--- config.mk ---
export PLATFORM = sky130hd
export DESIGN_NAME = pipe_stage_buf
export DESIGN_NICKNAME = d
export VERILOG_FILES = /design/src/rtl/pipe_stage_buf.sv
export SDC_FILE = /design/constraint.sdc
export NUM_CORES = 1
export LEC_CHECK = 0
export ABC_AREA = 1
export CORE_MARGIN = 2
export CORE_UTILIZATION = 55
export CTS_CLUSTER_SIZE = 30
export DETAILED_ROUTE_END_ITERATION = 16
export HOLD_SLACK_MARGIN = 0.03
export PLACE_DENSITY = 0.87
export RECOVER_POWER = 100
export SYNTH_ARGS = -nofsm -noshare
export SYNTH_HDL_FRONTEND = slang
export SYNTH_SLANG_ARGS = --single-unit
--- constraint.sdc ---
create_clock -name clk -period 2.9 [get_ports clk]
set_input_delay 0.29 -clock clk [delete_from_list [all_inputs] [get_ports clk]]
set_output_delay 0.29 -clock clk [all_outputs]
set_load 0.02 [all_outputs]
--- src/rtl/pipe_stage_buf.sv ---
// pipe_stage_buf: valid/ready pipeline register with a one-entry skid buffer and flush.
// Optional PIPE_STAGE_PERF_EN adds stall_cnt/bubble_cnt performance counters.
module pipe_stage_buf #(
  parameter int                DATA_W        = 151,
  parameter logic [DATA_W-1:0] RST_VAL       = '0,
  parameter int                SKID_EN_DEPTH = 1
) (
  input  logic              clk,
  input  logic              rst,
  input  logic              in_valid,
  input  logic [DATA_W-1:0] in_data,
  output logic              in_ready,
  output logic              out_valid,
  output logic [DATA_W-1:0] out_data,
  input  logic              out_ready,
  input  logic              flush,
  output logic [1:0]        occupancy
`ifdef PIPE_STAGE_PERF_EN
  ,
  output logic [31:0]       stall_cnt,
  output logic [31:0]       bubble_cnt
`endif
);
  if (SKID_EN_DEPTH != 1) begin : g_bad_depth
    $error("pipe_stage_buf: SKID_EN_DEPTH must be 1");
  end
  logic              m_v_q, m_v_d, s_v_q, s_v_d;
  logic [DATA_W-1:0] m_d_q, m_d_d, s_d_q, s_d_d;
  logic              acc, drn;
  assign acc = in_valid & ~s_v_q;
  assign drn = m_v_q & out_ready;
  always_comb begin
    m_v_d = m_v_q;
    m_d_d = m_d_q;
    s_v_d = s_v_q;
    s_d_d = s_d_q;
    if (flush) begin
      m_v_d = 1'b0;
      m_d_d = RST_VAL;
      s_v_d = 1'b0;
      s_d_d = '0;
    end else if (!m_v_q) begin
      m_v_d = acc;
      m_d_d = acc ? in_data : m_d_q;
    end else if (!s_v_q) begin
      m_v_d = acc | ~drn;
      m_d_d = (drn & acc) ? in_data : m_d_q;
      s_v_d = ~drn & acc;
      s_d_d = (~drn & acc) ? in_data : s_d_q;
    end else if (drn) begin
      m_d_d = s_d_q;
      s_v_d = 1'b0;
    end
  end
  always_ff @(posedge clk) begin
    if (rst) begin
      m_v_q <= 1'b0;
      m_d_q <= RST_VAL;
      s_v_q <= 1'b0;
      s_d_q <= '0;
    end else begin
      m_v_q <= m_v_d;
      m_d_q <= m_d_d;
      s_v_q <= s_v_d;
      s_d_q <= s_d_d;
    end
  end
  assign in_ready  = ~s_v_q;
  assign out_valid = m_v_q;
  assign out_data  = m_d_q;
  assign occupancy = {1'b0, m_v_q} + {1'b0, s_v_q};
`ifdef PIPE_STAGE_PERF_EN
  logic [31:0] stall_q, bubble_q;
  always_ff @(posedge clk) begin
    if (rst) begin
      stall_q  <= '0;
      bubble_q <= '0;
    end else begin
      stall_q  <= stall_q + {31'h0, m_v_q & ~out_ready};
      bubble_q <= bubble_q + {31'h0, ~m_v_q};
    end
  end
  assign stall_cnt  = stall_q;
  assign bubble_cnt = bubble_q;
`endif
endmodule

==> flow_summary.yaml, run 1 <==
run_status:
  outcome: "finished clean"
global_route:
  grt_pass1_wl_um: 65700
  grt.overflow.total: 0
  grt_max_degree: 153
  first_global_vias: 13400
  antenna_found_initial: 1
  grtUsageTotal_pct: 29.9
floorplan:
  die_h_um: 163
  die_area_sq_um: 26500
  num_io_pins: 311
  start_util_pct: 55.5
  rows: 58
  die_w_um: 163
  core_area_sq_um: 25000
final_layout:
  area_delta_synth_final_pct: 30.1
  layout.nets: 2512
  num_antenna_cells: 0
  postLayoutCellArea_sq_um: 18000
  drive_gt1_share_pct: 3.45
drt:
  drt-initial-drc-count: 1324
  vias: 14400
  avgViaCountPerCell: 5.33
  post_drt_wl_per_cell_um: 15.0
  drc: 0
  drt_pass1_iterations: 5
  ant_nets: 0
  wirelength_um: 40500
worst_setup_path:
  rr_startpoint: "s_v_q"
  path_delay_family: "buffers and inverters"
  reg2reg_to: "s_d_q[26]"
  slowest_stage: "clkbuf_4"
  endpoint_kind: "flip-flop"
  cp_data_arrival_time_ns: 2.71
  critical_path_class: "reg2reg"
  worstSetupStartpointType: "flip-flop"
  worstPathMaxFanout: 97
  cp_common_cell: "nor2_1"
  slowest_delay_ns: 0.81
  crit_required_ns: 3.32
  crit_start: "s_v_q"
  reg2reg_depth: 7
  crit_buf_inv: 2
  path_cells: "inv_4 > ha_1 > nand2_1 > nor2_1 > clkbuf_4 > o21ai_0 > nor2_1"
  rrSetupSlack_ns: 0.62
clock_tree:
  path_clk_slew_ns: 0.06
  clockBufferDepth: 3
  cts_tree: "built"
  clock-root-buffer: "clkbuf_16"
  clk_latency_ns: 0.50
  cts_buffers: 34
  htree_levels: 2
  clock-sinks: 304
  post_cts_buffers: 0
  postCtsHoldBufs: 0
  cts_resized: 0
timing:
  worst_slack_ns: 0.619
  relSlewSlack_pct: 27.1
  timing.final.hold_violations: 0
  fin_worst_skew_ns: 0.0115
  tightestPinTransition_ns: 1.09
  fmax_mhz: 438
  timing.final.crit_share_pct: 78.6
  maxSlewViolCount: 0
  fin_crit_ns: 2.28
  final.setup.tns_ns: 0
  setup_viol: 0
  rsz0062_at_grt: "false"
synthesis:
  ys_types: 21
  synth_area_sq_um: 13800
  yosysWarnings: 0
  syn_nets: 2309
  postSynthCellCount: 2151
  synth_most_common_cell: "nand2_1"
  ys_async_sr_fraction_pct: 0
  netlist_top_cells_count: "609 x nand2_1, 454 x nor2_1, 304 x dfxtp_1"
  yosysSeqAreaShare_pct: 44.0
  synth_top_flop_cell: "dfxtp_1"
  syn_avg_cell_area_sq_um: 6.44
  synth_edf_count: 0
  ys_seq_elements: 304
  yosys.area.top_type_share_pct: 44.0
  synth_largest_area_cell: "dfxtp_1"
  synth_area_leaders: "dfxtp_1 44%, nand2_1 17%, nor2_1 12%"
place:
  gp_congestion: 0.882
  place_area_sq_um: 16800
  io_buffers: 310
  dp_worst_setup_slack_ns: 0.639
  dp_hpwl_um: 23900
worst_hold_path:
  min-delay-start: "in_data[115]"
  min_to: "s_d_q[115]"
  hold_path_class: "in2reg"
  holdPathStages: 3
power:
  total_power_uw: 10400
  p_leak_uw: 0.00862
  power_density_nw_per_um2: 576
  vdd_ir_drop_max_mv: 0.403
run:
  drv_cap: 0
==> sequential cells by signal (all words and copies together) (netlist names) <==
signal and cells:
out_data 151, s_d_q 151, out_valid 1, s_v_q 1
==> cell usage in the layout, fill, tap and decap left out, types with 10 or more instances in the layout <==
| master | count |
|---|---|
| nand2_1 | 610 |
| nor2_1 | 455 |
| dfxtp_1 | 303 |
| inv_1 | 155 |
| clkdlybuf4s50_1 | 155 |
| dlygate4sd3_1 | 155 |
| nand3_1 | 151 |
| nor3_1 | 151 |
| o21ai_0 | 148 |
| clkbuf_16 | 37 |
| clkbuf_8 | 11 |
| buf_4 | 10 |
==> worst reg2reg max path, stage by stage (launching register included) <==
cell and delay, ns:
dfxtp_1 0.36, inv_4 0.10, ha_1 0.20, nand2_1 0.13, nor2_1 0.18, clkbuf_4 0.81, o21ai_0 0.28, nor2_1 0.16
==> power by group <==
part           internal, uW  switching [uW]  leakage [uW]
registers              4320            82.3       0.00247
logic                   560             842       0.00555
clock network          2860            1710      0.000599
==> routing by layer <==
metal	vias to the layer above	part of all wire (%)	track usage, %
met5	-	0.032	0
li1	7060	-	-
met3	145	8.4	6.44
met2	638	46	47.7
met1	6582	40	38.3
met4	2	5.0	15.6
==> area by class of cell <==
class	instances	area [sq um]
clock buffers	53	1100
clock inverters	7	110
fillers	1988	6950
inverters	156	588
multi-input cells	1527	6360
flip-flops and latches	304	6090
well taps	330	413
repair buffers	331	3360
==> logic make-up (layout without fill, tap and decap cells) <==
family / count (synthesis) / count (layout) / share of synthesized area, %
AOI/OAI and AO/OA: 154 / 154 / 5.58
and+or+nand+nor: 1371 / 1371 / 40.1
adders and majority gates: 2 / 2 / 0.181
buffers and inverters: 320 / 547 / 10.2
DFF: 304 / 304 / 44.0
==> worst max path at each step <==
| stage | slack, ns | end | cells after the start |
|---|---|---|---|
| floorplan | 1.31 | out_data[76] | 8 |
| global placement | 0.76 | s_d_q[23] | 6 |
| detailed placement | 0.64 | s_d_q[23] | 7 |
| CTS | 0.77 | occupancy[0] | 3 |
| global route | 0.43 | s_d_q[137] | 7 |
| finish | 0.62 | s_d_q[26] | 7 |
==> per-stage QoR <==
step	hold WS (ns)	util, %	instances
after CTS	0.430	72.3	2708
final	0.437	72.2	2708
after global placement	0.478	67.4	2648
after floorplan	0.432	-	2151
after detailed placement	0.482	67.4	2648
after global routing	0.436	72.2	2708
No activity file was read; power rests on OpenSTA's default activity.
==> run 2, diff against run 1 <==
--- a/config.mk
+++ b/config.mk
@@ -7,11 +7,11 @@
 export LEC_CHECK = 0
 export ABC_AREA = 1
 export CORE_MARGIN = 2
-export CORE_UTILIZATION = 55
+export CORE_UTILIZATION = 46
 export CTS_CLUSTER_SIZE = 30
 export DETAILED_ROUTE_END_ITERATION = 16
 export HOLD_SLACK_MARGIN = 0.03
-export PLACE_DENSITY = 0.87
+export PLACE_DENSITY = 0.78
 export RECOVER_POWER = 100
 export SYNTH_ARGS = -nofsm -noshare
 export SYNTH_HDL_FRONTEND = slang
==> constraint.sdc (replaced) <==
create_clock -name clk -period 1.9 [get_ports clk]
set_input_delay 0.19 -clock clk [delete_from_list [all_inputs] [get_ports clk]]
set_output_delay 0.19 -clock clk [all_outputs]
set_load 0.02 [all_outputs]
==> run 2 against run 1 <==
Effect of this change:
- first-iteration DRC count is essentially flat
- global-route usage down 5.0 points
- highest routed layer unchanged
- sequential cell count stayed put
- cell count up 2.9%
- via count is 2.0% lower
- wire length increased by 0.46%
- sequential share of layout area fell by 0.54 points
- sequential power grew 53%
- largest cell class unchanged
- final area rose by 1.7%
- die area is 19% higher
==> flow_summary.yaml, run 2 (synthesis gave the netlist of run 1 again) <==
timing:
  fmax_mhz: 545
  fin_crit_ns: 1.84
  maxSlewViolCount: 0
  fin_worst_skew_ns: 0.0141
  whs_ns: 0.330
  final.setup.tns_ns: 0
  rsz0062_at_grt: "false"
  tightestPinTransition_ns: 0.858
  timing.final.crit_share_pct: 96.6
  timing.final.hold_violations: 0
  relSlewSlack_pct: 42.8
  worst_slack_ns: 0.0638
  setup_viol: 0
worst_setup_path:
  path_delay_family: "buffers and inverters"
  path_depth: 4
  critical_path_class: "reg2out"
  slowest_stage: "dfxtp_4"
  endpoint_kind: "output port"
  rr_startpoint: "s_v_q"
  path_cells: "inv_4 > ha_2 > inv_1 > dlygate4sd2_1"
  crit_buf_inv: 3
  cp_data_arrival_time_ns: 1.65
  worstPathMaxFanout: 6
  crit_required_ns: 1.71
  reg2reg_depth: 10
  rrSetupSlack_ns: 0.11
  reg2reg_to: "out_data[118]"
  worstSetupStartpointType: "flip-flop"
  slowest_delay_ns: 0.37
place:
  io_buffers: 310
  place_area_sq_um: 17200
  gp_congestion: 0.819
  dp_hpwl_um: 25300
  dp_worst_setup_slack_ns: 0.0516
drt:
  wirelength_um: 40700
  post_drt_wl_per_cell_um: 14.6
  drt-initial-drc-count: 1323
  drc: 0
  avgViaCountPerCell: 5.07
  drt_pass1_iterations: 5
  ant_nets: 0
  vias: 14100
power:
  vdd_ir_drop_max_mv: 0.709
  power_frac_clock_pct: 42.6
  power_frac_seq_pct: 43.3
  intPower_uw: 11500
  p_leak_uw: 0.00871
  p_comb_share_pct: 14.1
  p_sw_uw: 4060
  power_density_nw_per_um2: 847
  p_sw_share_pct: 26.2
final_layout:
  multiInputGateArea_sq_um: 6400
  seq_area_sq_um: 6090
  drive_gt1_share_pct: 4.14
  layout_commonest_cell: "nand2_1"
  final_core_util_pct: 61.8
  layout.nets: 2527
  area_delta_synth_final_pct: 32.3
  final_cell_mix: "609 x nand2_1, 454 x nor2_1, 302 x dfxtp_1, 156 x clkdlybuf4s50_1, 155 x inv_1"
  postLayoutCellArea_sq_um: 18300
  fillCellCount: 2731
floorplan:
  die_area_sq_um: 31500
  core_area_sq_um: 29600
  die_w_um: 178
  num_io_pins: 311
  start_util_pct: 46.7
  die_h_um: 178
  rows: 63
global_route:
  grt_max_degree: 92
  antenna_found_initial: 6
  grt.overflow.total: 0
  use_met1_pct: 31.9
  grt_use_met2_pct: 40.5
  grtUsageMet3_pct: 4.82
  first_global_vias: 13000
  grt.busiest_layer: "met2"
  grtUsageTotal_pct: 24.9
  grt_pass1_wl_um: 65000
clock_tree:
  clk_latency_ns: 0.51
  cts_buffers: 35
  post_cts_buffers: 0
  path_clk_slew_ns: 0.06
  clockBufferDepth: 3
  clock-root-buffer: "clkbuf_16"
  clock-sinks: 304
  cts_tree: "built"
  postCtsHoldBufs: 0
  htree_levels: 2
worst_hold_path:
  hold_path_class: "in2reg"
  min-delay-start: "in_data[0]"
  min_to: "s_d_q[0]"
  holdPathStages: 3
run_status:
  outcome: "finished clean"
run:
  drv_cap: 0
-- run 2: cell types whose count changed in the layout (fill, tap and decap cells not counted), moves of 3 or more --
cell	change
diode_2	+4
o21ai_1	+3
clkbuf_8	-4
o21ai_0	-4
buf_12	+11
dlygate4sd3_1	-3
-- run 2: power by group through the flow --
stage	clock network [uW]	registers (uW)	logic (uW)
after floorplan	0	7040	1050
after global placement	0	6860	2210
after detailed placement	0	6870	2240
after CTS	6710	6730	2260
after global routing	6970	6740	2400
final	6620	6720	2180
-- run 2: what timing repair did --
action                                  CTS  global route
endpoints found under the hold margin     0             0
gates resized for setup                   2             2
endpoints found under the setup margin    2           131
-- run 2: how the worst max path moves through the flow --
stage / start / endpoint
5_1_grt: s_v_q / out_data[97]
6_report: s_v_q / occupancy[0]
4_1_cts: s_v_q / out_data[23]
2_1_floorplan: out_valid / out_data[76]
3_3_place_gp: out_ready / out_data[24]
3_5_place_dp: out_ready / out_data[24]
-- run 2: layout make-up --
cell class	instances	share of cell area (%)
well taps	390	2.66
flip-flops and latches	304	33.3
repair buffers	345	19.7
clock buffers	51	5.72
inverters	156	3.21
diodes	4	0.0546
multi-input cells	1527	34.9
clock inverters	9	0.423
-- run 2: worst register-to-register path: stages (launching register included) --
cell and delay, ns:
dfxtp_4 0.37, inv_4 0.09, ha_2 0.27, inv_1 0.06, nand2_1 0.05, nand2_1 0.12
nand2_8 0.19, buf_8 0.29, nand2_1 0.13, nand2_1 0.08, nor2_1 0.04
-- run 2: metal layers --
| metal | up-vias | wire length (um) | part of all wire [%] |
|---|---|---|---|
| met5 | - | 28 | 0.069 |
| li1 | 7105 | - | - |
| met1 | 6357 | 17100 | 42 |
| met2 | 550 | 18700 | 46 |
| met3 | 116 | 3050 | 7.5 |
| met4 | 4 | 1750 | 4.3 |
-- run 2: stage by stage --
step / instances / power, uW
global placement: 2722 / 9080
detailed placement: 2722 / 9110
global route: 2786 / 16100
floorplan: 2151 / 8100
CTS: 2782 / 15700
finish: 2786 / 15500
==> run 3, diff against run 2 <==
--- a/config.mk
+++ b/config.mk
@@ -10,6 +10,7 @@
 export CORE_UTILIZATION = 46
 export CTS_CLUSTER_SIZE = 30
 export DETAILED_ROUTE_END_ITERATION = 16
+export GPL_TIMING_DRIVEN = 0
 export HOLD_SLACK_MARGIN = 0.03
 export PLACE_DENSITY = 0.78
 export RECOVER_POWER = 100
==> run 3 against run 2 <==
Effect of this change:
- first-iteration DRC count down 17%
- maximum frequency up 2.4%
- die area unchanged
- largest cell class unchanged
- core utilization up 1.3 points
- combinational power up 6%
- global-route usage up 1.9 points
- cell count up 4.8%
- critical path depth up 8
- critical endpoint is now out_data[85]
==> flow_summary.yaml, run 3 (synthesis gave the netlist of run 1 again) <==
power:
  power_density_nw_per_um2: 835
  power_frac_clock_pct: 42.1
  p_sw_uw: 4080
  p_comb_share_pct: 14.9
  p_leak_uw: 0.00881
  total_power_uw: 15600
  vdd_ir_drop_max_mv: 0.618
  p_sw_share_pct: 26.1
  power_frac_seq_pct: 43.0
  intPower_uw: 11500
drt:
  ant_nets: 0
  drt_pass1_iterations: 6
  avgViaCountPerCell: 5.00
  post_drt_wl_per_cell_um: 14.9
  vias: 14600
  drt-initial-drc-count: 1104
  drc: 0
  wirelength_um: 43600
worst_setup_path:
  path_depth: 12
  reg2reg_depth: 12
  rrSetupSlack_ns: 0.11
  cp_common_cell: "nand2_1"
  worstSetupStartpointType: "flip-flop"
  slowest_delay_ns: 0.32
  rr_startpoint: "s_v_q"
  crit_required_ns: 2.30
  crit_buf_inv: 5
  slowest_stage: "dfxtp_1"
  cp_data_arrival_time_ns: 2.19
  endpoint_kind: "flip-flop"
  reg2reg_to: "out_data[85]"
  path_delay_family: "buffers and inverters"
  path_cells: "buf_6 > inv_4 > ha_2 > inv_1 > nand2_1 > nand2_1 > nand2_2 > buf_6 > clkbuf_4 > nand2_1 > nand2_1 > nor2_1"
  worstPathMaxFanout: 10
  critical_path_class: "reg2reg"
global_route:
  use_met1_pct: 35.1
  grt.busiest_layer: "met2"
  grtUsageMet3_pct: 4.63
  grt_use_met2_pct: 42.9
  first_global_vias: 13600
  grtUsageTotal_pct: 26.8
  grt_pass1_wl_um: 68400
  antenna_found_initial: 3
  grt_max_degree: 13
  grt.overflow.total: 0
clock_tree:
  cts_buffers: 34
  cts_tree: "built"
  htree_levels: 2
  clock-sinks: 304
  clock-root-buffer: "clkbuf_16"
  path_clk_slew_ns: 0.06
  clockBufferDepth: 3
  clk_latency_ns: 0.50
worst_hold_path:
  hold_path_class: "in2reg"
  min_to: "s_d_q[135]"
  holdPathStages: 3
  min-delay-start: "in_data[135]"
place:
  dp_hpwl_um: 30900
  gp_congestion: 0.868
  place_area_sq_um: 17400
  io_buffers: 310
timing:
  rsz0062_at_grt: "true"
  fmax_mhz: 558
  fin_worst_skew_ns: 0.00875
  relSlewSlack_pct: 62.8
  timing.final.hold_violations: 0
  tightestPinTransition_ns: 0.558
  fin_crit_ns: 1.79
  timing.final.crit_share_pct: 94.4
  setup_viol: 0
  maxSlewViolCount: 0
final_layout:
  layout_commonest_cell: "nand2_1"
  seq_area_sq_um: 6090
  fillCellCount: 2722
  drive_gt1_share_pct: 6.29
  final_cell_mix: "609 x nand2_1, 454 x nor2_1, 303 x dfxtp_1, 205 x clkdlybuf4s50_1, 155 x inv_1"
  postLayoutCellArea_sq_um: 18700
  multiInputGateArea_sq_um: 6350
  area_delta_synth_final_pct: 35.0
  layout.nets: 2662
floorplan:
  rows: 63
  die_w_um: 178
  die_h_um: 178
  core_area_sq_um: 29600
  num_io_pins: 311
  die_area_sq_um: 31500
  start_util_pct: 46.7
run_status:
  outcome: "finished clean"
run:
  drv_cap: 0
-- run 3: power by group through the flow --
| stage | logic (uW) | registers (uW) | clock network, uW |
|---|---|---|---|
| 2_1_floorplan | 1050 | 7040 | 0 |
| 3_3_place_gp | 2300 | 6850 | 0 |
| 3_5_place_dp | 2320 | 6850 | 0 |
| 4_1_cts | 2340 | 6720 | 6670 |
| 5_1_grt | 2550 | 6740 | 6940 |
| 6_report | 2320 | 6720 | 6570 |
-- run 3: tightest hold or removal path, stage by stage --
cell,delay [ns]
clkdlybuf4s50_1,0.47
nor3_1,0.05
nor2_1,0.09
-- run 3: final cells by class --
type                       count  share of cell area, %
multi-input combinational   1527                   34.0
sequential                   304                   32.6
timing repair buffer         317                   17.0
clock buffer                  56                   5.71
buffer                       164                   4.66
inverter                     156                   3.15
tap                          390                   2.61
clock inverter                 4                  0.261
antenna                        3                 0.0402
-- run 3: worst max-delay path by stage --
stage	from	endpoint	slack, ns
2_1_floorplan	out_valid	out_data[76]	0.31
3_3_place_gp	flush	s_d_q[138]	-0.37
3_5_place_dp	flush	s_d_q[134]	-0.42
4_1_cts	s_v_q	occupancy[0]	-0.02
5_1_grt	s_v_q	s_d_q[53]	-0.02
6_report	s_v_q	out_data[85]	0.11
-- run 3: stage by stage --
stage	std cells	setup slack [ns]	hold WS, ns	util [%]	TNS, ns
after floorplan	2151	0.308	0.332	-	0
after global placement	2851	-0.374	0.477	58.8	-45.84
after detailed placement	2851	-0.423	0.482	58.8	-49.75
after CTS	2911	-0.0215	0.321	62.7	-0.0215
after global routing	2919	-0.0178	0.346	63.0	-0.0463
final	2921	0.107	0.336	63.1	0
-- run 3: timing repair --
item	in CTS	in global routing
cloned	0	1
hold buffers	0	0
buffers inserted	0	6
pin swaps	1	1
endpoints found under the setup margin	197	170
hold endpoints to repair	0	0
gates resized for setup	15	24
-- run 3: metal layers --
metal,wire (um),share of wire (%),up-vias
met5,13,0.030,-
met4,1940,4.5,2
met3,2920,6.7,119
met2,19700,45,549
met1,19000,43,6546
li1,-,-,7389
==> edit: new RTL, config.mk and constraints of run 2 <==
Add a define of `PIPE_STAGE_PERF_EN`.
--- a/src/rtl/pipe_stage_buf.sv
+++ b/src/rtl/pipe_stage_buf.sv
@@ -1,5 +1,7 @@
 // pipe_stage_buf: valid/ready pipeline register with a one-entry skid buffer and flush.
 // Optional PIPE_STAGE_PERF_EN adds stall_cnt/bubble_cnt performance counters.
+`define PIPE_STAGE_PERF_EN
+
 module pipe_stage_buf #(
   parameter int                DATA_W        = 151,
   parameter logic [DATA_W-1:0] RST_VAL       = '0,
New outputs: bubble_cnt and stall_cnt. Check against the original RTL: not settled (the Yosys comparison gave no result); the edit may change what the design does.
==> edit against run 2 <==
Total power up 15%. Utilization up 1.3 points. Critical path type unchanged. Combinational power shrank 5%. Register-to-register slack is essentially flat. Sequential power is 20% higher. Setup slack worse by 0.022 ns. Wire length up 13%. Sequential cell count increased by 64. Final area rose by 15%. Cell count rose by 11%. Synthesized area increased by 12%.
==> edit: results <==
group,metric,value,unit
clocking,cts.repair.resized,8,
drt,drt_iter0_markers,1089,
sta,skew,0.0215,ns
grt,grt_pass1_vias,14500,
place,place.gp.congestion,0.899,
place,dp.cells,3007,
place,placed_cell_area,19600,um^2
power,leakagePower,8.25,nW
place,dp_hpwl,30800,um
synth,synthTopCellsByArea,"dfxtp_1 48%, nor2_1 16%, nand2_1 13%",
critical_path,rr_startpoint,"out_valid",
critical_path,rr_endpoint,"out_data[113]",
grt,grt_max_degree,103,
critical_path,r2r_cells,7,
synth,syn_area_per_cell,6.79,um^2
critical_path,cp.arrival,1.67,ns
clocking,cts_buffers,40,
grt,gr-usage-all-layers,25.1,%
place,place_ws,-0.349,ns
sta,timing.hold.ws,0.308,ns
synth,ys_types,30,
grt,grt_pass1_wl,73200,um
grt,antenna_found_initial,12,
status,status,"complete, no violations",
min_path,hp-start,"in_data[87]",
edit: cell types whose count changed in the layout (fill, tap and decap cells not counted), sizes merged, moves of 94 or more:
cell,delta
clkdlybuf4s50,+216
dlygate4sd3,-152
nand2,-94
nand3,-120
nor2,+213
nor3,-150
o21ai,+206
edit: critical path, stage by stage (launching register included):
cell and delay, ns:
dfxtp_1 0.34, buf_4 0.16, clkdlybuf4s50_1 0.66
edit: worst max-delay path by stage:
stage	slack (ns)	end	cells past startpoint	start
after floorplan	0.02	stall_cnt[12]	10	out_valid
after global placement	-0.31	stall_cnt[24]	11	out_ready
after detailed placement	-0.35	stall_cnt[20]	11	out_ready
after CTS	0.005	bubble_cnt[9]	9	out_valid
after global routing	-0.005	stall_cnt[30]	12	out_valid
final	0.04	out_valid	2	out_valid
edit: routing by layer:
layer / track usage (%) / wire length [um]
met3: 5.70 / 3720
met5: 0 / 13
met4: 12.8 / 2260
met2: 41.1 / 21200
met1: 31.1 / 18800
edit: cell families (layout without fill, tap and decap cells):
logic type / count (synthesis) / in the layout / synth area share (%)
DFF: 368 / 368 / 47.6
buffers and inverters: 224 / 576 / 6.67
AOI/OAI and AO/OA: 447 / 447 / 14.6
xor gates and xnor gates: 6 / 6 / 0.339
other: 0 / 12 / 0
and+or+nand+nor: 1229 / 1229 / 30.3
adders and majority gates: 7 / 7 / 0.566
edit: area by class of cell:
class,instances,area [um^2]
diodes,12,30.0
clock buffers,62,1210
clock inverters,11,113
fillers,2973,12300
inverters,89,339
multi-input cells,1689,7170
flip-flops and latches,368,7370
well taps,448,561
repair buffers,414,4240
edit: power breakdown:
part	switching (mW)	internal [mW]
clock	3.10	4.67
sequential	0.131	7.94
combinational	1.13	0.941
